==> src/rtl/speech_pkg.sv <==
// Shared definitions for the speech loader and the speech RAM byte reader:
// FSM state encoding, default RAM capacity, counter/address widths and the
// byte order used when two stream bytes are packed into one RAM word.
package speech_pkg;

    typedef enum logic [2:0] {
        ST_IDLE  = 3'd0,
        ST_LO    = 3'd1,
        ST_HI    = 3'd2,
        ST_FLUSH = 3'd3,
        ST_DONE  = 3'd4
    } state_e;

    // Speech RAM capacity in 16-bit words.
    localparam int MAX_WORDS_DEFAULT = 1048576;

    // word_count must be able to hold MAX_WORDS itself (saturation value).
    localparam int COUNT_W = 21;
    localparam int ADDR_W  = 22;

    // First byte of each pair lands in word bits [7:0] (even byte address).
    localparam bit LOW_BYTE_FIRST = 1'b1;

    // Increment that sticks at the limit instead of wrapping.
    function automatic logic [COUNT_W-1:0] sat_inc(
        input logic [COUNT_W-1:0] count,
        input logic [COUNT_W-1:0] limit
    );
        logic [COUNT_W-1:0] result;
        if (count < limit) begin
            result = count + 21'd1;
        end else begin
            result = count;
        end
        return result;
    endfunction

endpackage

==> src/rtl/byte_pair_packer.sv <==
// Collects two consecutive stream bytes into one 16-bit RAM word.
// half flags that the first byte of a pair is held and the word is incomplete.
// The word register is kept intact when the half flag is dropped so a flush
// write can still present it on the following cycle.
module byte_pair_packer
    import speech_pkg::*;
(
    input  logic        clk,
    input  logic        reset,
    input  logic        accept,
    input  logic        drop_half,
    input  logic [7:0]  byte_in,
    output logic [15:0] word,
    output logic        half
);

    logic [15:0] word_q, word_d;
    logic        half_q, half_d;

    // Next-word computation: first byte clears the other lane, second byte completes it.
    always_comb begin
        word_d = word_q;
        half_d = half_q;
        if (accept) begin
            if (!half_q) begin
                if (LOW_BYTE_FIRST) begin
                    word_d = {8'h00, byte_in};
                end else begin
                    word_d = {byte_in, 8'h00};
                end
                half_d = 1'b1;
            end else begin
                if (LOW_BYTE_FIRST) begin
                    word_d = {byte_in, word_q[7:0]};
                end else begin
                    word_d = {word_q[15:8], byte_in};
                end
                half_d = 1'b0;
            end
        end else if (drop_half) begin
            half_d = 1'b0;
        end else begin
            half_d = half_q;
        end
    end

    // Word latch and half flag, cleared by the synchronous active-low reset.
    always_ff @(posedge clk) begin
        if (!reset) begin
            word_q <= 16'h0000;
            half_q <= 1'b0;
        end else begin
            word_q <= word_d;
            half_q <= half_d;
        end
    end

    assign word = word_q;
    assign half = half_q;

endmodule

==> src/rtl/speech_writer.sv <==
// Loads a host byte stream into speech RAM as 16-bit words, one utterance at a
// time, then pulses start to launch the recognition core. The core owns the
// RAM while core_busy is high, so loading is refused or aborted then.
module speech_writer
    import speech_pkg::*;
#(
    parameter int MAX_WORDS = MAX_WORDS_DEFAULT
)(
    input  logic               clk,
    input  logic               reset,
    input  logic [7:0]         byte_in,
    input  logic               byte_valid,
    output logic               byte_ready,
    input  logic               load_begin,
    input  logic               load_end,
    input  logic               core_busy,
    output logic [ADDR_W-1:0]  speech_addr,
    output logic [15:0]        speech_data,
    output logic               speech_wren,
    output logic [COUNT_W-1:0] word_count,
    output logic               start,
    output logic               full
);

    localparam logic [COUNT_W-1:0] MAX_COUNT = COUNT_W'(MAX_WORDS);

    state_e              state_q, state_d;
    logic [COUNT_W-1:0]  word_count_q, word_count_d;
    logic [ADDR_W-1:0]   addr_q, addr_d;
    logic                wren_q, wren_d;
    logic                start_q, start_d;
    logic                full_q, full_d;
    logic                byte_ready_q, byte_ready_d;

    logic                pk_accept_s;
    logic                pk_drop_s;
    logic                pk_half_s;
    logic [15:0]         pk_word_s;

    logic                xfer_s;
    logic                room_s;
    state_e              after_byte_s;

    assign xfer_s = byte_valid && byte_ready_q;
    assign room_s = (word_count_q < MAX_COUNT);

    byte_pair_packer u_packer (
        .clk       (clk),
        .reset     (reset),
        .accept    (pk_accept_s),
        .drop_half (pk_drop_s),
        .byte_in   (byte_in),
        .word      (pk_word_s),
        .half      (pk_half_s)
    );

    // Next state, write strobe, counter and status for every cycle.
    always_comb begin
        state_d      = state_q;
        word_count_d = word_count_q;
        addr_d       = addr_q;
        wren_d       = 1'b0;
        start_d      = 1'b0;
        full_d       = full_q;
        pk_accept_s  = 1'b0;
        pk_drop_s    = 1'b0;
        after_byte_s = state_q;

        case (state_q)
            ST_IDLE: begin
                if (load_begin && !core_busy) begin
                    state_d      = ST_LO;
                    word_count_d = 21'd0;
                    full_d       = 1'b0;
                    pk_drop_s    = 1'b1;
                end else begin
                    state_d = ST_IDLE;
                end
            end

            ST_LO, ST_HI: begin
                if (core_busy) begin
                    // Core grabbed the RAM: give up, no start, partial byte lost.
                    state_d   = ST_IDLE;
                    pk_drop_s = 1'b1;
                end else begin
                    if (byte_valid && !room_s) begin
                        full_d = 1'b1;
                    end else begin
                        full_d = full_q;
                    end

                    if (xfer_s) begin
                        pk_accept_s = 1'b1;
                        if (state_q == ST_LO) begin
                            after_byte_s = ST_HI;
                        end else begin
                            after_byte_s = ST_LO;
                            wren_d       = 1'b1;
                            addr_d       = {1'b0, word_count_q};
                            word_count_d = sat_inc(word_count_q, MAX_COUNT);
                        end
                    end else begin
                        after_byte_s = state_q;
                    end

                    // An end arriving with a byte is judged after that byte.
                    if (load_end) begin
                        if (after_byte_s == ST_HI) begin
                            state_d = ST_FLUSH;
                        end else begin
                            state_d = ST_DONE;
                        end
                    end else begin
                        state_d = after_byte_s;
                    end
                end
            end

            ST_FLUSH: begin
                // Odd byte count: write the held low byte with a zero high byte.
                if (pk_half_s) begin
                    wren_d       = 1'b1;
                    addr_d       = {1'b0, word_count_q};
                    word_count_d = sat_inc(word_count_q, MAX_COUNT);
                end else begin
                    wren_d = 1'b0;
                end
                pk_drop_s = 1'b1;
                state_d   = ST_DONE;
            end

            ST_DONE: begin
                start_d = 1'b1;
                state_d = ST_IDLE;
            end

            default: begin
                state_d = ST_IDLE;
            end
        endcase

        byte_ready_d = ((state_d == ST_LO) || (state_d == ST_HI)) &&
                       (word_count_d < MAX_COUNT);
    end

    // State and output registers with synchronous active-low reset.
    always_ff @(posedge clk) begin
        if (!reset) begin
            state_q      <= ST_IDLE;
            word_count_q <= 21'd0;
            addr_q       <= 22'd0;
            wren_q       <= 1'b0;
            start_q      <= 1'b0;
            full_q       <= 1'b0;
            byte_ready_q <= 1'b0;
        end else begin
            state_q      <= state_d;
            word_count_q <= word_count_d;
            addr_q       <= addr_d;
            wren_q       <= wren_d;
            start_q      <= start_d;
            full_q       <= full_d;
            byte_ready_q <= byte_ready_d;
        end
    end

    assign byte_ready  = byte_ready_q;
    assign speech_addr = addr_q;
    assign speech_data = pk_word_s;
    assign speech_wren = wren_q;
    assign word_count  = word_count_q;
    assign start       = start_q;
    assign full        = full_q;

endmodule
==> config.mk <==
export PLATFORM = sky130hd
export DESIGN_NAME = speech_writer
export DESIGN_NICKNAME = d
export VERILOG_FILES = /design/src/rtl/speech_pkg.sv /design/src/rtl/byte_pair_packer.sv /design/src/rtl/speech_writer.sv
export SDC_FILE = /design/constraint.sdc
export NUM_CORES = 1
export LEC_CHECK = 0
export ABC_AREA = 1
export CAP_MARGIN = 20
export CORE_AREA = 2 2 85 87
export DETAILED_ROUTE_END_ITERATION = 12
export DIE_AREA = 0 0 87 89
export GPL_ROUTABILITY_DRIVEN = 0
export GPL_TIMING_DRIVEN = 0
export PLACE_DENSITY_LB_ADDON = 0.3
export SETUP_SLACK_MARGIN = 0.1
export SLEW_MARGIN = 25
export SYNTH_ARGS = -nofsm -noshare
export SYNTH_HDL_FRONTEND = slang
export SYNTH_SLANG_ARGS = --single-unit
==> constraint.sdc <==
create_clock -name clk -period 1.44 [get_ports clk]
set_input_delay 0.216 -clock clk [delete_from_list [all_inputs] [get_ports clk]]
set_output_delay 0.216 -clock clk [all_outputs]
set_load 0.02 [all_outputs]
==> results of run 1 <==
through the flow:
step | setup TNS [ns] | utilization, %
after floorplan | 0 | -
after global placement | -19.36 | 57.9
after detailed placement | -21.30 | 57.9
after CTS | 0 | 69.1
after global routing | -3.79 | 76.8
final | -1.30 | 76.8
worst register-to-register path: stages, from the launching register on:
cell	delay, ns
dfxtp_4	0.39
inv_4	0.05
nand2_4	0.10
nand3_4	0.09
nor2_4	0.12
inv_4	0.08
nand2_8	0.10
clkinv_8	0.10
buf_6	0.17
a21oi_1	0.33
final cells by class:
type	instances	area (um2)	share of cell area, %
clock buffer	13	159	3.08
clock inverter	3	15.0	0.291
inverter	51	260	5.04
timing repair inverter	1	6.26	0.121
tap	80	100	1.94
buffer	13	131	2.55
sequential	66	1390	26.8
multi-input combinational	276	1890	36.5
timing repair buffer	129	1220	23.6
power by group through the flow:
stage                     Clock [mW]  Combinational [mW]  Sequential, mW
after detailed placement           0               0.421            1.93
after floorplan                    0               0.188            1.98
final                           1.44               0.630            1.89
after global placement             0               0.416            1.93
after CTS                       1.39               0.516            1.88
after global routing            1.51               0.658            1.89
Yosys cell counts (2+ instances only):
| cell | n |
|---|---|
| nand2_1 | 77 |
| dfxtp_1 | 66 |
| nor2_1 | 46 |
| a21oi_1 | 43 |
| inv_1 | 42 |
| nand3_1 | 32 |
| o21ai_0 | 32 |
| nor3_1 | 9 |
| nand4_1 | 6 |
| o21ai_1 | 6 |
| clkbuf_1 | 5 |
| inv_2 | 5 |
| buf_2 | 4 |
| nor2_2 | 4 |
| buf_6 | 3 |
| xor2_1 | 3 |
| buf_4 | 2 |
| inv_4 | 2 |
| nand2_4 | 2 |
| o21bai_1 | 2 |
timing repair:
action                                  CTS  global route
pin swaps                                38            51
cloned                                    5             2
endpoints found under the setup margin  126            70
setup buffers                            34            15
gates resized for setup                 186           123
flip-flops by register name (all words and copies together) (netlist names):
register / cells
byte_ready: 1
full: 1
speech_addr: 21
speech_wren: 1
start: 1
state_q: 3
u_packer.half: 1
u_packer.word: 16
word_count: 21
final timing paths:
path | endpoint | slack, ns | cells past startpoint
setup / recovery | speech_addr[9]$_SDFFE_PN0P_ | -0.19 | 9
hold / removal | speech_addr[0]$_SDFFE_PN0P_ | 0.36 | 3
setup reg to reg | speech_addr[9]$_SDFFE_PN0P_ | -0.19 | 9
hold reg to reg | full$_SDFFE_PN0P_ | 0.44 | 2
layer usage:
metal / global-route usage, % / up-vias / wire, um
met5: 0 / - / 0
met1: 30.9 / 1730 / 4570
li1: - / 1614 / -
met2: 42.7 / 279 / 6090
met3: 5.17 / 73 / 1240
met4: 12.9 / 0 / 666
kinds of logic after synthesis:
group / Yosys count / synth area share (%)
and+or+nand+nor: 185 / 28.7
AOI/OAI and AO/OA: 86 / 15.1
DFF: 66 / 44.9
buffers and inverters: 65 / 9.83
xor gates and xnor gates: 3 / 0.893
adders and majority gates: 1 / 0.425
other: 1 / 0.127
==> run_results.csv, run 1 <==
group,metric,value,unit
yosys,synthCells,407,
timing,final-hold-violation-count,0,
finish,layout_commonest_cell,"dlygate4sd2_1",
worst_setup_path,path_buf_inv,4,
placement,placed_area,0.00389,mm2
die,die-area,0.00774,mm2
yosys,synth_area_leaders,"dfxtp_1 (45%), nand2_1 (9.8%), a21oi_1 (7.3%)",
clocking,numCtsBuffers,9,
detailed_routing,vias,3696,
finish,fin_cells,632,
clocking,clk_latency,0.35,ns
worst_setup_path,worstSetupPathType,"reg -> reg",
power,seqPwrFrac,47.7,%
yosys,synth_cell_types,36,
timing,slew_violations,0,
timing,tightest_slew,0.499,ns
timing,fin_ws,-0.194,ns
power,switching_share,28.8,%
min_path,hold_start,"reset",
finish,syn2layout_area_growth,75.5,%
finish,n_antenna_cell,0,
clocking,clk_path_buf_depth,2,
die,start_util,43.8,%
detailed_routing,route.antenna.remaining_nets,0,
die,ios,77,
timing,setup_viol,30,
power,combPwrFrac,15.9,%
detailed_routing,drtIter0Drc,404,
placement,portBuffers,75,
min_path,hold_path_class,"in -> reg",
power,p_int,2.81,mW
finish,layout-drive-gt1-share,42.9,%
yosys,syn_nets,422,
worst_setup_path,cpPeakStageDelay,0.39,ns
yosys,yosysSeqAreaShare,44.9,%
die,coreArea,0.00672,mm2
worst_setup_path,timing.rr.start,"state_q[0]$_SDFF_PN0_",
finish,fillerInstances,416,
worst_setup_path,cp-end-kind,"flop",
placement,place.detailed.hpwl,5800,um
yosys,async_flop_share,0,%
timing,finalCritPeriodShare,113,%
detailed_routing,drc_errors,0,
global_route,overflow,0,
yosys,syn_area,0.00294,mm2
timing,relSlewSlack,66.7,%
power,leakagePower,2.31,nW
status,status,"complete, but fails checks",
die,dieWidth,87,um
worst_setup_path,required,1.67,ns
timing,fin_skew,0.0141,ns
yosys,synth_top_area_cell,"dfxtp_1",
clocking,cts_tree,"built",
detailed_routing,wl_per_cell,19.9,um
power,powerDensity,766,mW/mm2
clocking,root_buffer,"clkbuf_8",
yosys,postSynthAreaPerCell,7.23,um2
worst_setup_path,cp_cell_sequence,"inv_4, nand2_4, nand3_4, nor2_4, inv_4, nand2_8, clkinv_8, buf_6, a21oi_1",
status,violations,"setup timing",
placement,place_inst,562,
yosys,yosys.area.top_type_share,44.9,%
run,maxCapViolCount,0,
finish,nets,562,
detailed_routing,wirelength,12600,um
placement,pre_cts_slack,-0.420,ns
yosys,synth_edf_count,0,
global_route,grt_pass1_wl,15200,um
clocking,clkTransAtPathRegs,0.08,ns
worst_setup_path,cp.arrival,1.86,ns
worst_setup_path,crit_top_cell,"inv_4",
detailed_routing,drtPass1Iterations,5,
die,die_y,89,um
detailed_routing,routed_via_density,5.85,
finish,final_area,0.00516,mm2
timing,layout_min_cycle_time,1.63,ns
global_route,track_usage,25.4,%
clocking,h-tree-depth,3,
clocking,cts_hold_buffers,0,
global_route,grt_max_degree,12,
timing,rsz0062_at_grt,"yes",
worst_setup_path,slowest_stage,"dfxtp_4",
finish,layout_common_cells,"dlygate4sd2_1 (57), nand2_1 (54), dfxtp_1 (47)",
worst_setup_path,critical-path-top-delay-family,"simple AND/OR/NAND/NOR gates",
timing,timing.hold.ws,0.359,ns
power,peakVddDrop,0.535,mV
worst_setup_path,worstPathMaxFanout,10,
yosys,synth_ff_type,"dfxtp_1",
global_route,grt_pass1_vias,3223,
power,total_power,3.95,mW
worst_setup_path,cp-start-kind,"flop",
power,clkPwrFrac,36.4,%
die,rows,30,
worst_setup_path,crit_start,"state_q[0]$_SDFF_PN0_",
global_route,antenna_found_initial,0,
timing,fmax,612,MHz
power,p_switching,1.14,mW
yosys,synth_warnings,0,
yosys,ys_ff_latch,66,
clocking,cts.sinks,66,
Power figures use the tool's default switching activity.
==> run 2: changes to the inputs <==
--- a/config.mk
+++ b/config.mk
@@ -6,8 +6,9 @@
 export NUM_CORES = 1
 export LEC_CHECK = 0
 export ABC_AREA = 1
+export ABC_CLOCK_PERIOD_IN_PS = 2080
 export CAP_MARGIN = 20
-export CORE_AREA = 2 2 85 87
+export CORE_AREA = 5 5 82 84
 export DETAILED_ROUTE_END_ITERATION = 12
 export DIE_AREA = 0 0 87 89
 export GPL_ROUTABILITY_DRIVEN = 0
==> constraint.sdc (replaced) <==
create_clock -name clk -period 2.08 [get_ports clk]
set_input_delay 0.312 -clock clk [delete_from_list [all_inputs] [get_ports clk]]
set_output_delay 0.312 -clock clk [all_outputs]
set_load 0.02 [all_outputs]
==> run_results.csv, run 2 (synthesis gave the netlist of run 1 again) <==
group,metric,value,unit
status,status,"finished clean",
timing,setup_viol,0,
worst_setup_path,critical-path-top-delay-family,"buffers and inverters",
timing,rsz0062_at_grt,"no",
timing,relSlewSlack,58.0,%
timing,final-hold-violation-count,0,
finish,layout-drive-gt1-share,9.64,%
finish,n_antenna_cell,0,
worst_setup_path,required,1.77,ns
min_path,hold_path_class,"reg -> reg",
clocking,cts_tree,"built",
detailed_routing,wl_per_cell,14.2,um
global_route,overflow,0,
power,total_power,2.70,mW
die,dieWidth,87,um
timing,slew_violations,0,
finish,layout_commonest_cell,"nand2_1",
timing,finalCritPeriodShare,86.5,%
die,coreArea,0.00585,mm2
die,die_y,89,um
power,powerDensity,676,mW/mm2
run,maxCapViolCount,0,
clocking,clk_path_buf_depth,2,
worst_setup_path,reg2reg_setup_slack,0.34,ns
clocking,h-tree-depth,3,
placement,placed_area,0.00379,mm2
placement,pre_cts_slack,0.111,ns
clocking,numCtsBuffers,9,
clocking,root_buffer,"clkbuf_8",
timing,fmax,556,MHz
timing,fin_ws,0.280,ns
worst_setup_path,cpPeakStageDelay,0.67,ns
clocking,cts_hold_buffers,0,
placement,place.detailed.hpwl,5910,um
worst_setup_path,cp-end-kind,"output pin",
detailed_routing,drc_errors,0,
detailed_routing,routed_via_density,5.18,
timing,layout_min_cycle_time,1.80,ns
worst_setup_path,cp-start-kind,"flop",
detailed_routing,wirelength,8120,um
timing,fin_skew,0.0123,ns
die,die-area,0.00774,mm2
die,rows,28,
global_route,grt_pass1_wl,13200,um
global_route,grt_pass1_vias,2824,
timing,fin_tns_setup,0,ns
finish,syn2layout_area_growth,35.8,%
clocking,clkTransAtPathRegs,0.07,ns
clocking,cts.sinks,66,
worst_setup_path,cp_cell_sequence,"clkdlybuf4s50_1",
worst_setup_path,path_buf_inv,1,
worst_setup_path,worstSetupPathType,"reg -> out",
worst_setup_path,cp.arrival,1.49,ns
global_route,track_usage,21.9,%
worst_setup_path,slowest_stage,"clkdlybuf4s50_1",
finish,layout_common_cells,"nand2_1 (77), clkdlybuf4s50_1 (75), dfxtp_1 (66)",
clocking,clk_latency,0.35,ns
finish,final_area,0.00400,mm2
detailed_routing,drtIter0Drc,214,
detailed_routing,route.antenna.remaining_nets,0,
power,leakagePower,1.50,nW
global_route,grt_max_degree,13,
die,ios,77,
detailed_routing,drtPass1Iterations,4,
worst_setup_path,worstPathMaxFanout,7,
power,peakVddDrop,0.468,mV
clocking,cts-resized-gates,0,
finish,fin_util,68.3,%
timing,tightest_slew,0.630,ns
finish,nets,508,
placement,portBuffers,75,
global_route,antenna_found_initial,0,
detailed_routing,vias,2966,
clocking,post_cts_buffers,0,
die,start_util,50.3,%
## run 2: changes by cell type in the layout (fill, tap and decap cells not counted), sizes merged, moves of 3 or more
cell / before / now
clkdlybuf4s50: 10 / 75
dlygate4sd2: 57 / 0
clkinvlp: 0 / 3
clkdlybuf4s15: 3 / 0
clkbuf: 24 / 15
clkinv: 7 / 3
buf: 60 / 9
## run 2: report_power, final
group / total (mW) / switching (mW) / internal, mW
registers: 1.31 / 0.0204 / 1.29
clock network: 1.09 / 0.509 / 0.585
logic: 0.292 / 0.173 / 0.120
## run 2: path summary, 6_finish.rpt
check / from / to / depth (start not counted)
setup / recovery: word_count[16]$_SDFFE_PN0P_ / word_count[16] / 1
hold / removal: u_packer.word[3]$_SDFFE_PN0P_ / u_packer.word[3]$_SDFFE_PN0P_ / 2
setup reg to reg: word_count[1]$_SDFFE_PN0P_ / word_count[15]$_SDFFE_PN0P_ / 8
hold reg to reg: u_packer.word[3]$_SDFFE_PN0P_ / u_packer.word[3]$_SDFFE_PN0P_ / 2
## run 2: stage by stage
| stage | instances | hold slack [ns] |
|---|---|---|
| 2_1_floorplan | 407 | 0.450 |
| 3_3_place_gp | 557 | 0.432 |
| 3_5_place_dp | 557 | 0.437 |
| 4_1_cts | 573 | 0.448 |
| 5_1_grt | 573 | 0.469 |
| 6_report | 573 | 0.445 |
## run 2: layer usage
metal  GRT usage [%]  part of all wire, %  up-vias
met5               0                    0        -
met4            10.5                  2.4        0
met3            4.24                  7.2       16
met2            34.0                   45      109
met1            29.3                   45     1349
li1                -                    -     1492
## run 2: area by class of cell
class	count	area, um2
fill	479	1860
multi-input combinational	276	1340
sequential	66	1320
timing repair buffer	75	751
inverter	51	201
clock buffer	10	138
tap	75	93.8
buffer	14	87.6
clock inverter	6	66.3
